==> config.mk <==
export PLATFORM = sky130hd
export DESIGN_NAME = dense_sigmoid_flat
export DESIGN_NICKNAME = d
export VERILOG_FILES = /design/src/rtl/dense_sigmoid_if.sv /design/src/rtl/dense_sigmoid.sv /design/src/flat_wrapper.sv
export SDC_FILE = /design/constraint.sdc
export NUM_CORES = 1
export LEC_CHECK = 0
export CAP_MARGIN = 0
export CORE_AREA = 10 10 231 233
export DETAILED_ROUTE_END_ITERATION = 8
export DIE_AREA = 0 0 241 243
export GPL_TIMING_DRIVEN = 1
export HOLD_SLACK_MARGIN = 0.12
export MAX_ROUTING_LAYER = met4
export PLACE_DENSITY = 0.61
export SLEW_MARGIN = 20
export SYNTH_ARGS = -nofsm -noshare
export SYNTH_HDL_FRONTEND = slang
export SYNTH_SLANG_ARGS = --single-unit
==> constraint.sdc <==
create_clock -name clk -period 8.9 [get_ports clk]
set_input_delay 1.335 -clock clk [delete_from_list [all_inputs] [get_ports clk]]
set_output_delay 1.335 -clock clk [all_outputs]
set_load 0.02 [all_outputs]
==> src/rtl/dense_sigmoid_if.sv <==
// Bus bundle for dense_sigmoid: parameter write port, hidden-state stream in,
// activation result stream out, plus the busy flag.
interface dense_sigmoid_if #(
    parameter int LEN = 4,
    parameter int W   = 16
);
    logic                         wr_en;
    logic [$clog2(LEN+1)-1:0]     wr_addr;
    logic signed [W-1:0]          wr_data;
    logic                         h_valid;
    logic                         h_ready;
    logic signed [W-1:0]          h_data;
    logic                         y_valid;
    logic                         y_ready;
    logic [W-1:0]                 y_data;
    logic                         busy;

    modport master (
        output wr_en, wr_addr, wr_data, h_valid, h_data, y_ready,
        input  h_ready, y_valid, y_data, busy
    );

    modport slave (
        input  wr_en, wr_addr, wr_data, h_valid, h_data, y_ready,
        output h_ready, y_valid, y_data, busy
    );
endinterface

==> src/rtl/dense_sigmoid.sv <==
// Single-neuron dense layer with hard-sigmoid activation.
// Accumulates LEN Q8.8 hidden-state elements against a writable weight file,
// adds a bias, rescales to Q8.8 with saturation and applies
// y = clamp(s/4 + 0.5, 0, 1) in Q8.8.
module dense_sigmoid #(
    parameter int LEN = 4,
    parameter int W   = 16
) (
    input  logic           clk,
    input  logic           rst,
    dense_sigmoid_if.slave bus
);
    localparam int AW    = $clog2(LEN + 1);
    localparam int ACC_W = 2 * W + $clog2(LEN);
    localparam int SUM_W = ACC_W + 1;

    localparam logic signed [SUM_W-1:0] S_MAX   = SUM_W'((2 ** (W - 1)) - 1);
    localparam logic signed [SUM_W-1:0] S_MIN   = SUM_W'(-(2 ** (W - 1)));
    localparam logic signed [W:0]       SIG_OFF = (W + 1)'(128);
    localparam logic signed [W:0]       SIG_MAX = (W + 1)'(256);

    typedef enum logic [1:0] {IDLE, ACCUM, ACT, OUT} state_t;

    state_t                  state;
    logic signed [ACC_W-1:0] acc;
    logic [AW-1:0]           cnt;
    logic [W-1:0]            y_reg;
    logic signed [W-1:0]     weight [LEN];
    logic signed [W-1:0]     bias;

    logic                    h_fire;
    logic signed [W-1:0]     sel_w;
    logic signed [W-1:0]     mul_w;
    logic signed [2*W-1:0]   prod;
    logic signed [ACC_W-1:0] prod_ext;

    logic signed [SUM_W-1:0] sum_v;
    logic signed [SUM_W-1:0] shifted;
    logic signed [W-1:0]     s_sat;
    logic signed [W:0]       sig_raw;
    logic [W-1:0]            y_next;

    assign h_fire = bus.h_valid && bus.h_ready;

    // Pick the weight addressed by the running element count.
    always_comb begin
        sel_w = weight[0];
        for (int i = 1; i < LEN; i++) begin
            if (cnt == AW'(i)) begin
                sel_w = weight[i];
            end
        end
    end

    // The first element always pairs with weight 0, whatever cnt holds.
    assign mul_w    = (state == IDLE) ? weight[0] : sel_w;
    assign prod     = bus.h_data * mul_w;
    assign prod_ext = ACC_W'(prod);

    // Bias add, rescale Q16.16 -> Q8.8 (floor), saturate, then hard sigmoid.
    always_comb begin
        sum_v   = SUM_W'(acc) + (SUM_W'(bias) <<< 8);
        shifted = sum_v >>> 8;
        if (shifted > S_MAX) begin
            s_sat = {1'b0, {(W - 1){1'b1}}};
        end else if (shifted < S_MIN) begin
            s_sat = {1'b1, {(W - 1){1'b0}}};
        end else begin
            s_sat = shifted[W-1:0];
        end
        sig_raw = (W + 1)'(s_sat >>> 2) + SIG_OFF;
        if (sig_raw < 0) begin
            y_next = '0;
        end else if (sig_raw > SIG_MAX) begin
            y_next = W'(256);
        end else begin
            y_next = sig_raw[W-1:0];
        end
    end

    // Weight/bias file: writable only while idle so a vector in flight sees stable parameters.
    always_ff @(posedge clk or posedge rst) begin
        if (rst) begin
            for (int i = 0; i < LEN; i++) begin
                weight[i] <= '0;
            end
            bias <= '0;
        end else if (bus.wr_en && (state == IDLE)) begin
            for (int i = 0; i < LEN; i++) begin
                if (bus.wr_addr == AW'(i)) begin
                    weight[i] <= bus.wr_data;
                end
            end
            if (bus.wr_addr == AW'(LEN)) begin
                bias <= bus.wr_data;
            end
        end
    end

    // Control FSM: accumulate on each handshake, one activation cycle, then hold the result.
    always_ff @(posedge clk or posedge rst) begin
        if (rst) begin
            state <= IDLE;
            acc   <= '0;
            cnt   <= '0;
            y_reg <= '0;
        end else begin
            case (state)
                IDLE: begin
                    if (h_fire) begin
                        acc   <= prod_ext;
                        cnt   <= AW'(1);
                        state <= (LEN == 1) ? ACT : ACCUM;
                    end
                end
                ACCUM: begin
                    if (h_fire) begin
                        acc <= acc + prod_ext;
                        cnt <= cnt + AW'(1);
                        if (cnt == AW'(LEN - 1)) begin
                            state <= ACT;
                        end
                    end
                end
                ACT: begin
                    y_reg <= y_next;
                    state <= OUT;
                end
                OUT: begin
                    if (bus.y_ready) begin
                        state <= IDLE;
                    end
                end
                default: begin
                    state <= IDLE;
                end
            endcase
        end
    end

    assign bus.h_ready = (state == IDLE) || (state == ACCUM);
    assign bus.y_valid = (state == OUT);
    assign bus.busy    = (state != IDLE);
    assign bus.y_data  = y_reg;
endmodule

==> src/flat_wrapper.sv <==
// flat-port wrapper written by rule: the top's interface ports become plain ports
module dense_sigmoid_flat 
#(
    parameter int LEN = 4,
    parameter int W   = 16
)
  (clk, rst, bus_wr_en, bus_wr_addr, bus_wr_data, bus_h_valid, bus_h_data, bus_y_ready, bus_h_ready, bus_y_valid, bus_y_data, bus_busy);
  dense_sigmoid_if #(.LEN(LEN), .W(W)) bus_i ();
  input  logic clk;
  input  logic rst;
  input wire logic [$bits(bus_i.wr_en)-1:0] bus_wr_en;
  input wire logic [$bits(bus_i.wr_addr)-1:0] bus_wr_addr;
  input wire logic [$bits(bus_i.wr_data)-1:0] bus_wr_data;
  input wire logic [$bits(bus_i.h_valid)-1:0] bus_h_valid;
  input wire logic [$bits(bus_i.h_data)-1:0] bus_h_data;
  input wire logic [$bits(bus_i.y_ready)-1:0] bus_y_ready;
  output wire logic [$bits(bus_i.h_ready)-1:0] bus_h_ready;
  output wire logic [$bits(bus_i.y_valid)-1:0] bus_y_valid;
  output wire logic [$bits(bus_i.y_data)-1:0] bus_y_data;
  output wire logic [$bits(bus_i.busy)-1:0] bus_busy;
  assign bus_i.wr_en = bus_wr_en;
  assign bus_i.wr_addr = bus_wr_addr;
  assign bus_i.wr_data = bus_wr_data;
  assign bus_i.h_valid = bus_h_valid;
  assign bus_i.h_data = bus_h_data;
  assign bus_i.y_ready = bus_y_ready;
  assign bus_h_ready = bus_i.h_ready;
  assign bus_y_valid = bus_i.y_valid;
  assign bus_y_data = bus_i.y_data;
  assign bus_busy = bus_i.busy;
  dense_sigmoid #(.LEN(LEN), .W(W)) u_core (.clk(clk), .rst(rst), .bus(bus_i));
endmodule
=== Word-level counts from Yosys, hierarchy flattened ===
Cells that the tools add are included.

* Logic and storage cells: 65
* Input port bits: 40
* Flip-flop bits (word level): 135
* Output and inout bits: 19

* Multipliers: 1
* Order comparisons: 4
* Eq/ne operators: 14
* Multiplexer cells: 19
* Reductions and logical operators: 14
* $add $sub $neg: 4

{| class="wikitable"
|+ Operators with widths
! cell !! number
|-
| two-way mux 16 bit || 8
|-
| two-way mux 34 bit || 2
|-
| one-hot mux 34 bit (2 select lines) || 1
|-
| adder 34 x 24 -> 35 bit || 1
|-
| adder 34 x 32 -> 34 bit || 1
|-
| multiplier 16 x 16 -> 32 bit || 1
|-
| > comparator 27 x 16 -> 1 bit, second input constant || 1
|-
| < comparator 27 x 16 -> 1 bit, second input constant || 1
|-
| adder 14 x 9 -> 15 bit, second input constant || 1
|-
| > comparator 15 x 10 -> 1 bit, second input constant || 1
|-
| < comparator 15 x 1 -> 1 bit, second input constant || 1
|-
| == test 3 x 2 -> 1 bit, second input constant || 4
|-
| AND reduction 2 bit || 5
|-
| two-way mux 2 bit || 4
|-
| one-hot mux 2 bit (4 select lines) || 1
|-
| == test 3 x 1 -> 1 bit, second input constant || 2
|-
| two-way mux 3 bit || 2
|-
| != test 2 x 1 -> 1 bit, second input constant || 3
|-
| one-hot mux 3 bit (2 select lines) || 1
|-
| == test 2 bit, second input constant || 2
|-
| AND reduction 4 bit || 1
|-
| nonzero test 2 bit || 2
|-
| adder 3 x 1 -> 3 bit, second input constant || 1
|-
| == test 3 bit, second input constant || 1
|-
| 7 further kinds || 8
|}

=== Depth between registers and ports, before layout ===
Gate-level depths: netlist of run 1.

* Word-level depth: 9
* Depth in mapped cells: 45
* Depth with buffers taken out: 44

=== Least setup slack after synthesis of run 1 ===
Ideal clock, no wire load.

* Kind: reg-to-reg
* Start: reg u_core.cnt[1]
* End: reg u_core.acc[33]
* Data required time: 8.823 ns
* Period minus slack after synthesis: 9.662 ns
* Setup time: 0.077 ns
* Stages on the path, launching flop included: 42
* Arrival: 9.584 ns
* Buffers on the path: 3
* Path slack: -0.762 ns
* Cells stage by stage: dfrtp_1 > inv_1 > ha_1 > nor2b_1 > clkbuf_1 > clkbuf_1 > mux2i_1 > nor2_1 > a21oi_1 > nor2_1 > a21oi_1 > o21ai_0 > clkbuf_1 > nand2_1 > fa_1 > inv_1 > fa_1 > ha_1 > [... 6 more ...] > or3_1 > or2_2 > a31oi_1 > o21bai_1 > a21o_1 > a21oi_1 > xnor2_1 > ha_1 > and4_1 > o211ai_1 > o31ai_2 > a311oi_1 > o41ai_1 > a211o_1 > a21oi_1 > xor2_1 > a31o_2 > a21oi_1

* Cells in the longest elaborated chain, start to end: 9
* Elaborated cells on any way between the ends: 12
* Those cells by class: add/sub (1); mul (1); eq/ne (3); mux (7)

{| class="wikitable"
|+ Ends and longest elaborated chain
! what !! RTL line !! source
|-
| start, declared || dense_sigmoid.sv:26 || <nowiki>logic [AW-1:0] cnt;</nowiki>
|-
| start signal, assigned || dense_sigmoid.sv:119 || <nowiki>cnt <= cnt + AW'(1);</nowiki>
|-
| == test 3 x 1 -> 1 bit || dense_sigmoid.sv:49 || <nowiki>if (cnt == AW'(i)) begin</nowiki>
|-
| two-way mux 16 bit (2 in series) || dense_sigmoid.sv:49 ||
|-
| two-way mux 16 bit * || dense_sigmoid.sv:49 ||
|-
| two-way mux 16 bit * || dense_sigmoid.sv:56 || <nowiki>assign mul_w = (state == IDLE) ? weight[0] : sel_w;</nowiki>
|-
| multiplier 16 x 16 -> 32 bit * || dense_sigmoid.sv:57 || <nowiki>assign prod = bus.h_data * mul_w;</nowiki>
|-
| adder 34 x 32 -> 34 bit || dense_sigmoid.sv:118 || <nowiki>acc <= acc + prod_ext;</nowiki>
|-
| two-way mux 34 bit || dense_sigmoid.sv:117 || <nowiki>if (h_fire) begin</nowiki>
|-
| one-hot mux 34 bit (2 select lines) * || dense_sigmoid.sv:108 || <nowiki>case (state)</nowiki>
|-
| end signal, assigned || dense_sigmoid.sv:111 || <nowiki>acc <= prod_ext;</nowiki>
|-
| end signal, assigned || dense_sigmoid.sv:118 ||
|-
| end, declared || dense_sigmoid.sv:25 || <nowiki>logic signed [ACC_W-1:0] acc;</nowiki>
|}

Every way passes the cells marked *; elsewhere a longest branch is shown, timed or not. The select of a mux whose other input is x is not followed.
A chain may end at the register's enable or synchronous reset.

=== Final worst setup path of run 1 ===
Same ends and word-level chain as after synthesis.

==> run metrics, run 1 <==
status finished with violations; violated checks negative setup slack; Max Buffers Root-to-Sink 2; core area between 40000 and 50000 um^2; clk_lat worst skew between 0.4 and 0.5 ns; synth top area cells fa_1 (27%), dfrtp_1 (17%), ha_1 (9.8%); Layout Nets ~2900; DP Area approximately 22000 um^2; Worst Path Arrival 9.34 ns; Seq cells post-synth roughly 130; Worst Path Required just over 9 ns; post-synth top area cell fa_1; sequential fraction of the synthesis area 17.23%; Main synth FF type dfrtp_1; die area between 50000 and 60000 um^2; DR WL/cell approximately 17 um; H-tree Lvls 4; area fraction of the dominant cell type after synthesis 27.36%; Max Clock Skew between 0.01 and 0.015 ns; delay-heaviest family, CP adder cells; met1 Use GR around 23%; GR Layer Usage met3 2.334%; largest stage delay on the critical path 0.54 ns; Slew @ Worst Pin ~0.94 ns; total CTS buffers 17; Cells on Worst Hold Path 2; Reg2Reg Depth 41; worst hold endpoint u_core.acc[7]$_DFFE_PP0P_; gr busiest metal met2; die width 241 um; CTS Hold Buffers Added 0; fmax 110.7 MHz; vias in the first global route around 16000; area delta synth->final 23.82%; hold violation count in the final report 0; Clock Tree Root clkbuf_16; max_cap viols 0; Buf+Inv Stages, Crit Path 12; Port Buf Inserts 56; r2r startpoint u_core.cnt[1]$_DFFE_PP0P_; Startpoint Class register; crit path max-delay cell type fa_1; FF-to-FF End u_core.acc[33]$_DFFE_PP0P_; Overflow after GRT 0; DRC violations left 0; relative slew slack ~37%; DRT iter0 DRCs between 900 and 1000; Crit. End Element register; Final min period approximately 9.0 ns; drt pass-1 iters 5; crit-path max FO 8; std cell rows 81; setup TNS -0.5414 ns; most frequent cell after synthesis inv_1; RePlAce Congestion roughly 0.86; Final Core Density between 40% and 50%; CTS tree done; final setup violating endpoints 7; Synth async-reset ratio 100.0%; Final Max Slew Viols 0; worst hold-check path type register to register; met2 global-route usage approximately a third; Final ANT Viol Nets 0; Die Span Y between 200 and 250 um; antenna violations before repair 0; DPL Wire Length approximately 42000 um; FF-to-FF setup slack -0.13 ns; Register Area about 3300 um^2; gr usage total between 10% and 20%; first-pass GRT wire length roughly 85000 um; hold_sp u_core.acc[7]$_DFFE_PP0P_; Commonest cells post-synth inv_1 (334), fa_1 (264), nand2_1 (208), ha_1 (151), a21oi_1 (137); fin crit share 101.5%; Initial Util approximately 40%; synth warn 0; Yosys cell types 76; Final Cell Area roughly 24000 um^2; share of cells above drive strength 1 roughly 22%; Filler Cell Count ~4500; clock sinks around 130; wirelength, routed 52280 um; RSZ-0062 raised after global routing yes; Post-Syn Area per Cell between 9 and 10 um^2; crit path kind register to register; largest net degree at the start of global routing 80; Ant. Diodes 0; setup ws final -0.1322 ns; clock transition at the registers of the reported paths about 0.06 ns; CP dominant cell by count buf_4; area of the multi-input gates ~15000 um^2; Top-Level Pins between 50 and 60; Post-synth EDFFs 0; via count 15883; synthesized area 19320 um^2; vias per cell approximately 5.2; Cells after Synth approximately 2100
-- per-layer routing --
metal	share of wire [%]	vias to the layer above
li1	-	7474
met4	2.3	0
met5	0	-
met3	3.2	56
met2	51	281
met1	43	8072
-- registers in the layout, summed over array words and instances (netlist names) --
name               cells
u_core.acc            34
u_core.bias           16
u_core.bus.y_data     14
u_core.cnt             3
u_core.state           2
u_core.weight         64
-- how the worst max path moves through the flow --
stage / slack [ns] / end / from / cells past startpoint
after floorplan: -0.02 / u_core.acc[33]$_DFFE_PP0P_ / u_core.cnt[0]$_DFFE_PP0P_ / 42
after global placement: -0.45 / u_core.acc[33]$_DFFE_PP0P_ / bus_h_data[7] / 32
after detailed placement: -0.60 / u_core.acc[33]$_DFFE_PP0P_ / u_core.cnt[0]$_DFFE_PP0P_ / 40
after CTS: -0.10 / u_core.acc[33]$_DFFE_PP0P_ / u_core.cnt[1]$_DFFE_PP0P_ / 47
after global routing: -0.59 / u_core.acc[33]$_DFFE_PP0P_ / u_core.cnt[1]$_DFFE_PP0P_ / 45
final: -0.13 / u_core.acc[33]$_DFFE_PP0P_ / u_core.cnt[1]$_DFFE_PP0P_ / 41
-- through the flow --
step                std cells  hold WS (ns)  setup WS, ns
floorplan                2124        0.4563      -0.01569
global placement         2965        0.4691       -0.4534
detailed placement       2965        0.4826       -0.5962
CTS                      3024        0.4979       -0.1034
global route             3034        0.5115       -0.5922
finish                   3034        0.4937       -0.1322
-- layout by cell type, fill, tap and decap left out, types with 30 or more instances in the layout --
cell type / Yosys / final
mux2i_1: 38 / 38
xnor2_1: 62 / 54
o21ai_0: 83 / 61
a21oi_1: 137 / 106
ha_1: 151 / 131
inv_1: 334 / 327
fa_1: 264 / 259
mux2_2: 83 / 83
dfrtp_1: 133 / 133
nand2b_1: 32 / 31
nor2_1: 112 / 107
nand2_1: 208 / 207
and2_1: 39 / 39
nor2b_1: 92 / 88
a21oi_2: 0 / 30
buf_4: 2 / 249
clkdlybuf4s50_1: 0 / 56
-- logic make-up (layout without fill, tap and decap cells) --
logic type               count (synthesis)  count (layout)  synth area share (%)
other                                    1               2               0.01941
multiplexers                           121             121                 6.808
flip-flops                             133             133                 17.23
AO/OA/AOI/OAI                          377             377                 12.16
XOR/XNOR                                84              84                 3.809
adder cells (fa/ha/maj)                415             415                 37.14
AND/OR/NAND/NOR                        586             586                 14.89
buffers and inverters                  406             694                 7.941
-- repair_timing --
item / 4_1_cts / 5_1_grt
endpoints found under the setup margin: 16 / 14
pin swaps: 87 / 52
setup buffers: 27 / 12
hold endpoints to repair: 0 / 0
gates resized for setup: 92 / 61
cloned: 1 / 0
-- area by class of cell --
| cell class | count | share of cell area (%) |
|---|---|---|
| Timing Repair Buffer | 328 | 11.66 |
| Sequential cell | 133 | 13.92 |
| Clock buffer | 18 | 1.794 |
| Multi-Input combinational cell | 1585 | 63.38 |
| Clock inverter | 13 | 0.7167 |
| Inverter | 335 | 5.279 |
| Tap cell | 622 | 3.254 |
-- tightest hold or removal path, cell delays in order, from the launching register on --
cell	delay (ns)
dfrtp_1	0.34
nand2_1	0.05
o21ai_0	0.06
Power of run 1 is left out: the tool's default activity adds up to more than one toggle a clock period on the data nets, which glitch-free logic cannot reach.
==> run 2: changes to the inputs <==
--- a/config.mk
+++ b/config.mk
@@ -7,6 +7,7 @@
 export LEC_CHECK = 0
 export CAP_MARGIN = 0
 export CORE_AREA = 10 10 231 233
+export CTS_BUF_LIST = sky130_fd_sc_hd__clkbuf_4 sky130_fd_sc_hd__clkbuf_8 sky130_fd_sc_hd__clkbuf_16
 export DETAILED_ROUTE_END_ITERATION = 8
 export DIE_AREA = 0 0 241 243
 export GPL_TIMING_DRIVEN = 1
==> constraint.sdc (replaced) <==
create_clock -name clk -period 8.9 [get_ports clk]
set_input_delay 1.335 -clock clk [delete_from_list [all_inputs] [get_ports clk]]
set_output_delay 1.335 -clock clk [all_outputs]
set_load 0.01 [all_outputs]
==> run metrics, run 2 (synthesis results as in run 1) <==
status finished with violations; violated checks negative setup slack; Final min period 9.047 ns (+0.01436 ns); Final Core Density 49.17% (about the same); CTS tree done; first-pass GRT wire length 85130 um (about the same); antenna violations before repair 0 (unchanged); Max Clock Skew 0.01050 ns (-0.00008720 ns); Worst Path Required 9.21 ns (about the same); Final Instance Count excl. Fillers 3034 (unchanged); Max Buffers Root-to-Sink 2 (unchanged); core area 48650 um^2 (unchanged); crit path max-delay cell type fa_1; fin crit share 101.6% (+0.16 points); Clock Tree Root clkbuf_16; vias per cell 5.216 (-0.36%); fmax 110.5 MHz (-0.16%); clock transition at the registers of the reported paths 0.06 ns (about the same); Port Buf Inserts 56 (unchanged); setup ws final -0.1466 ns (-0.01436 ns); worst hold-check path type register to register; crit path kind register to register; clock sinks 133 (unchanged); largest stage delay on the critical path 0.54 ns (about the same); DRT iter0 DRCs 955 (+2.4%); clk_lat worst skew 0.44 ns (about the same); gr usage total 18.58% (about the same); commonest non-fill, non-tap cell in the layout inv_1; vias in the first global route 16340 (-0.012%); via count 15826 (-0.36%); share of cells above drive strength 1 22.10% (+0.041 points); Final ANT Viol Nets 0 (unchanged); Final Max Slew Viols 0 (unchanged); Initial Util 39.71% (unchanged); crit-path max FO 8 (unchanged); final setup violating endpoints 7 (unchanged); largest net degree at the start of global routing 80 (unchanged); final hold slack 0.4937 ns (+0.000002000 ns); Die Span Y 243 um (unchanged); max_cap viols 0 (unchanged); die width 241 um (unchanged); Ant. Diodes 0 (unchanged); Startpoint Class register; DPL Wire Length 42230 um (unchanged); Slew @ Worst Pin 0.9705 ns (+0.02670 ns); most frequent cells in the layout inv_1 (327), fa_1 (259), buf_4 (249); CTS Hold Buffers Added 0 (unchanged); Layout Nets 2855 (unchanged); Top reg by flops u_core.weight; std cell rows 81 (unchanged); DP Area 22320 um^2 (unchanged); H-tree Lvls 4 (unchanged); Top-Level Pins 59 (unchanged); largest registers u_core.weight (64), u_core.acc (34), u_core.bias (16); placed cells 2965 (unchanged); Worst Path Arrival 9.35 ns (about the same); DR WL/cell 17.21 um (-0.15%); die area 58560 um^2 (unchanged); RePlAce Congestion 0.8587 (unchanged); wirelength, routed 52200 um (-0.15%); max reg flops 64 (unchanged); RSZ-0062 raised after global routing yes; relative slew slack 35.30% (-1.8 points); hold violation count in the final report 0 (unchanged); total CTS buffers 17 (unchanged); area delta synth->final 23.84% (about the same); DRC violations left 0 (unchanged); CP dominant cell by count buf_4; Final Cell Area 23920 um^2 (about the same); Overflow after GRT 0 (unchanged); Crit. End Element register; drt pass-1 iters 5 (unchanged)
[run 2: changes by cell type in the layout (fill, tap and decap cells not counted)]
cell	previous run	this run
clkbuf_1	1	0
clkbuf_4	0	1
[run 2: final timing paths]
kind	to	cells after the start	from	slack (ns)
min	u_core.acc[7]$_DFFE_PP0P_	2	u_core.acc[7]$_DFFE_PP0P_	0.49
min in group asynchronous	u_core.weight[63]$_DFFE_PP0P_	2	rst	1.39
max	u_core.acc[33]$_DFFE_PP0P_	41	u_core.cnt[1]$_DFFE_PP0P_	-0.15
max in group asynchronous	u_core.acc[10]$_DFFE_PP0P_	3	rst	6.24
min reg2reg	u_core.acc[7]$_DFFE_PP0P_	2	u_core.acc[7]$_DFFE_PP0P_	0.49
max reg2reg	u_core.acc[33]$_DFFE_PP0P_	41	u_core.cnt[1]$_DFFE_PP0P_	-0.15
[run 2: metal layers]
metal / up-vias / share of wire, % / global-route usage (%)
met3: 58 / 3.3 / 2.334
met5: - / 0 / -
li1: 7472 / - / -
met2: 281 / 51 / 31.57
met1: 8015 / 43 / 22.96
met4: 0 / 2.3 / 4.698
[run 2: worst max-delay path, delay by kind of cell, from the launching register on]
| family | cells | cell delay (ns) |
|---|---|---|
| fa+ha+maj | 10 | 3.98 |
| compound gates | 11 | 1.73 |
| buf+inv | 12 | 1.57 |
| simple gates | 6 | 0.86 |
| flops | 1 | 0.40 |
| xor+xnor | 2 | 0.36 |
[run 2: per-stage QoR]
stage / setup TNS [ns] / worst slack [ns]
finish: -0.5892 / -0.1466
global route: -4.251 / -0.5922
CTS: -0.3952 / -0.1034
detailed placement: -5.448 / -0.5962
global placement: -3.774 / -0.4534
floorplan: -0.01569 / -0.01569
[run 2: repair_timing]
item                       in CTS  in global routing
gates resized for setup        92                 61
buffers inserted               27                 12
setup endpoints to repair      16                 14
pin swaps                      87                 52
cloned                          1                  0
[run 2: area by class of cell]
class	count	area, um^2
multi-input cells	1585	15160
inverters	335	1262
clock inverters	13	171.4
fillers	4525	24730
clock buffers	18	432.9
well taps	622	778.2
repair buffers	328	2789
flip-flops and latches	133	3328
Power of run 2 is left out for the same reason.
